==> src/rtl/echo_remover.sv <==
// echo_remover: strips a single delayed, attenuated echo from a strobed
// unsigned sample stream. It rebuilds the dry signal from its own recovered
// history, held in a DEPTH-entry circular buffer.
module echo_remover #(
  parameter int RESOLUTION = 32,
  parameter int DEPTH      = 128,
  parameter int SHIFT      = 4
) (
  input  logic                  clk,
  input  logic                  reset,
  input  logic                  enable,
  input  logic                  in_valid,
  input  logic [RESOLUTION-1:0] data_in,
  output logic                  out_valid,
  output logic [RESOLUTION-1:0] data_out
);

  localparam int PTR_W = (DEPTH > 1) ? $clog2(DEPTH) : 1;
  localparam int CNT_W = PTR_W + 1;
  localparam logic [CNT_W-1:0] FILL_LAST = CNT_W'(DEPTH - 1);

  typedef enum logic {
    FILL = 1'b0,
    RUN  = 1'b1
  } state_t;

  // Unsigned echo term: logical right shift of a stored recovered sample.
  function automatic logic [RESOLUTION-1:0] echo_term(input logic [RESOLUTION-1:0] x);
    return x >> SHIFT;
  endfunction

  // Modular subtraction. Underflow wraps so that encode/decode round-trips exactly.
  function automatic logic [RESOLUTION-1:0] wrap_sub(input logic [RESOLUTION-1:0] a,
                                                     input logic [RESOLUTION-1:0] b);
    return a - b;
  endfunction

  state_t                 r_state;
  state_t                 w_state_nxt;
  logic [PTR_W-1:0]       r_wr_ptr;
  logic [CNT_W-1:0]       r_fill_cnt;
  logic [RESOLUTION-1:0]  r_buf [DEPTH];

  logic [RESOLUTION-1:0]  w_tap_p0;
  logic [RESOLUTION-1:0]  w_d_p0;
  logic [RESOLUTION-1:0]  w_result_p0;
  logic                   w_accept_p0;

  logic                   r_vld_p1;
  logic [RESOLUTION-1:0]  r_data_p1;

  // ---- stage p0: input sample, delayed-term lookup and recovery ----
  assign w_accept_p0 = in_valid;

  // Oldest entry sits at the write pointer. It is read here before this
  // edge overwrites it.
  assign w_tap_p0 = r_buf[r_wr_ptr];

  // State register: FILL until DEPTH samples are accepted, then RUN until reset.
  always_ff @(posedge clk or posedge reset) begin
    if (reset) begin
      r_state <= FILL;
    end else begin
      r_state <= w_state_nxt;
    end
  end

  // Next-state logic: leave FILL on the edge that accepts the DEPTH-th sample.
  always_comb begin
    w_state_nxt = r_state;
    if (r_state == FILL && w_accept_p0 && r_fill_cnt == FILL_LAST) begin
      w_state_nxt = RUN;
    end
  end

  // State outputs: the delayed term is masked while the history is still unwritten.
  always_comb begin
    w_d_p0 = '0;
    if (r_state == RUN) begin
      w_d_p0 = echo_term(w_tap_p0);
    end
  end

  // Echo removal when enabled, plain pass-through in bypass.
  always_comb begin
    w_result_p0 = data_in;
    if (enable) begin
      w_result_p0 = wrap_sub(data_in, w_d_p0);
    end
  end

  // Fill counter: counts accepted samples only while in FILL.
  always_ff @(posedge clk or posedge reset) begin
    if (reset) begin
      r_fill_cnt <= '0;
    end else if (r_state == FILL && w_accept_p0) begin
      r_fill_cnt <= r_fill_cnt + 1'b1;
    end
  end

  // Write pointer: advances per accepted sample and wraps naturally at DEPTH.
  always_ff @(posedge clk or posedge reset) begin
    if (reset) begin
      r_wr_ptr <= '0;
    end else if (w_accept_p0) begin
      r_wr_ptr <= r_wr_ptr + 1'b1;
    end
  end

  // History store: the recovered (or bypassed) sample replaces the oldest entry.
  // It has no reset because FILL masks stale contents.
  always_ff @(posedge clk) begin
    if (w_accept_p0 && !reset) begin
      r_buf[r_wr_ptr] <= w_result_p0;
    end
  end

  // ---- stage p1: registered output, one clock after the strobe ----
  // Valid pulse for each accepted sample.
  always_ff @(posedge clk or posedge reset) begin
    if (reset) begin
      r_vld_p1 <= 1'b0;
    end else begin
      r_vld_p1 <= w_accept_p0;
    end
  end

  // Output sample register: updated on accepted samples and held across gaps.
  always_ff @(posedge clk or posedge reset) begin
    if (reset) begin
      r_data_p1 <= '0;
    end else if (w_accept_p0) begin
      r_data_p1 <= w_result_p0;
    end
  end

  assign out_valid = r_vld_p1;
  assign data_out  = r_data_p1;

endmodule

==> config.mk <==
export PLATFORM = sky130hd
export DESIGN_NAME = echo_remover
export DESIGN_NICKNAME = d
export VERILOG_FILES = /design/src/rtl/echo_remover.sv
export SDC_FILE = /design/constraint.sdc
export NUM_CORES = 2
export LEC_CHECK = 0
export ABC_AREA = 1
export CAP_MARGIN = 20
export CORE_MARGIN = 1.5
export CORE_UTILIZATION = 45
export DETAILED_ROUTE_END_ITERATION = 8
export PLACE_DENSITY = 0.59
export REMOVE_ABC_BUFFERS = 1
export SYNTH_ARGS = -nofsm -noshare
export SYNTH_HDL_FRONTEND = slang
export SYNTH_SLANG_ARGS = --single-unit
==> constraint.sdc <==
create_clock -name clk -period 15.97 [get_ports clk]
set_input_delay 3.194 -clock clk [delete_from_list [all_inputs] [get_ports clk]]
set_output_delay 3.194 -clock clk [all_outputs]
set_load 0.005 [all_outputs]
==> results.toml <==
[sta]
rsz0062_at_grt = "false"
hold_viol_final = 0
setup-tns-final_ps = 0
fin_crit_sh_pct = 56.0
skew_ps = 93.7
maxSlewHeadroom_pct = 15.2
tightest_slew_ps = 1260
fmax_ghz = 0.112
setup_violations = 0
fin_ws_ps = 7030
report.final.slew_viol_count = 0
period_needed_ps = 8940

[cts]
post_cts_buffers = 0
numCtsBuffers = 386
path_clk_slew_ps = 60
root_buffer = "clkbuf_16"
postCtsHoldBufs = 0
clock_sinks = 3633
cts_resized = 0
clockBufferDepth = 4
clk-insertion-delay-late_ps = 980
cts_tree = "yes"
cts.htree.levels = 5

[setup_path]
end_kind = "register"
crit_required_ps = 16580
crit_type = "register to register"
crit_arrival_ps = 9550
cp_max_fo = 131
start_kind = "register"

[pwr]
max-vdd-ir-drop_v = 0.000280
power_mw = 38.3
power_density_mw_per_mm2 = 222
power.leakage_nw = 70.1

[synthesis]
ys_top_cells_by_area = "edfxtp_1, nand2_1, buf_2"
ys_types = 36
ys_ff_latch = 3633
yosys_warnings = 0
yosysTopAreaCell = "edfxtp_1"
synth_area_per_cell_um2 = 10.2
ys.flop_type = "edfxtp_1"
async_reset_ff_share_pct = 1.35
ys_seq_area_share_pct = 70.9
syn_inst = 14987
syn_area_mm2 = 0.153
synth_edf_count = 3584
netlist.area_leader.share_pct = 70.1

[layout]
final_cell_mix = "nand2_1, edfxtp_1, clkbuf_16, nor2_1, buf_4"
synthToLayoutAreaGrowth_pct = 12.1
fin_nets = 15084
final_common_cell = "nand2_1"
post-route-cell-area_mm2 = 0.172
drive_gt1_share_pct = 6.84

[detailed_routing]
route.vias.total = 105449
wl_per_cell_um = 24.4
drc = 0
dr.first_iter.drc_count = 12681
wl_um = 485000
firstDrtPassIters = 8
via_per_inst = 5.30
ant_nets = 0

[floorplan]
die_h_um = 587
ios = 69
start_util_pct = 45.2
core_area_mm2 = 0.340
die_area_mm2 = 0.345
fp.dieW_um = 587
rows = 214

[placement]
place_congestion = 0.968
place_area_mm2 = 0.160
dp_slack_ps = 7340
io_buffers = 68
hpwl_um = 272000

[global_route]
grt_max_degree = 165
groute.usage.overall_pct = 27.6
grt_pass1_wl_um = 695000
grt_pass1_vias = 97044
overflow = 0
antenna_found_initial = 15

[flow_run]
maxCapViolCount = 0

[worst_hold_path]
min_path_type = "register to register"

[run_status]
status = "completed"
[stage by stage]
stage	hold WS, ps	util, %	cells
floorplan	442	-	14250
global placement	458	47.0	19155
detailed placement	458	47.1	19159
CTS	473	50.7	19872
global route	486	50.7	19878
finish	479	50.7	19886
[layout make-up]
type	instances	area, um2
fillers	30198	167000
flip-flops and latches	3633	109000
multi-input cells	10468	41400
clock buffers	469	10100
well taps	4536	5680
repair buffers	377	3320
clock inverters	244	2140
inverters	149	609
diodes	10	25.0
[power by group]
group          internal [mW]  switching (mW)  total, mW
Clock                   5.01            3.75       8.76
Sequential              13.8           0.120       13.9
Combinational           2.99            12.6       15.6
Total                   21.8            16.5       38.3
[final timing paths]
path / start / end / slack [ps] / depth (start not counted)
max in group asynchronous: reset / r_wr_ptr[0] / 12210 / 3
min in group asynchronous: reset / r_wr_ptr[3] / 3080 / 3
worst max register to register: r_wr_ptr[1] / r_buf[45][9] / 7030 / 27
worst min-delay path: r_fill_cnt[6] / r_fill_cnt[6] / 480 / 1
worst min register to register: r_fill_cnt[6] / r_fill_cnt[6] / 480 / 1
worst max-delay path: r_wr_ptr[1] / r_buf[45][9] / 7030 / 27
[cell families (layout without fill, tap and decap cells)]
| kind of cell | Yosys count | count (layout) | synth area share, % |
|---|---|---|---|
| AND/OR/NAND/NOR | 10019 | 10019 | 24.7 |
| other | 0 | 10 | 0 |
| adder cells (fa/ha/maj) | 33 | 33 | 0.274 |
| buffers and inverters | 886 | 1239 | 2.63 |
| AO/OA/AOI/OAI | 391 | 391 | 1.32 |
| XOR/XNOR | 25 | 25 | 0.143 |
| flip-flops | 3633 | 3633 | 70.9 |
[cell usage after synthesis (10+ instances only)]
cell	n
nand3_1	87
a21oi_1	230
clkbuf_1	209
ha_1	32
nand3b_1	10
or2_2	14
nand2_1	9432
xnor2_1	10
dfrtp_1	49
inv_1	139
edfxtp_1	3584
nand4_1	30
nor2_1	421
and2_1	10
buf_2	471
o21bai_1	14
buf_1	32
buf_4	20
o21ai_0	121
xor2_1	15
[layer usage]
layer	GRT usage, %	part of all wire [%]
met5	0	0.0027
met2	42.5	45
met1	38.4	41
met3	4.97	9.1
met4	12.1	4.9
[state kept, by name, summed over array words and instances (netlist names)]
name and cells:
r_buf 3584, data_out 32, r_fill_cnt 8, r_wr_ptr 7, out_valid 1, r_state 1
[critical path, cell delays in order (launching register included)]
cell	delay, ps
dfrtp_4	460
buf_4	370
buf_4	620
buf_4	720
buf_4	700
buf_12	420
nand2_1	120
nand2_1	100
nand2_1	50
nand2_1	190
nand2_1	80
nand2_1	100
nor2_1	160
nor2_1	280
nor2_1	170
nand2_1	90
nand2_1	70
ha_1	390
nand2_1	80
nand2_1	80
a21oi_1	340
nand3_1	330
nand2_1	130
inv_1	40
o21ai_0	130
o21ai_0	180
inv_4	760
buf_4	770
No activity file was read; power rests on OpenSTA's default activity.
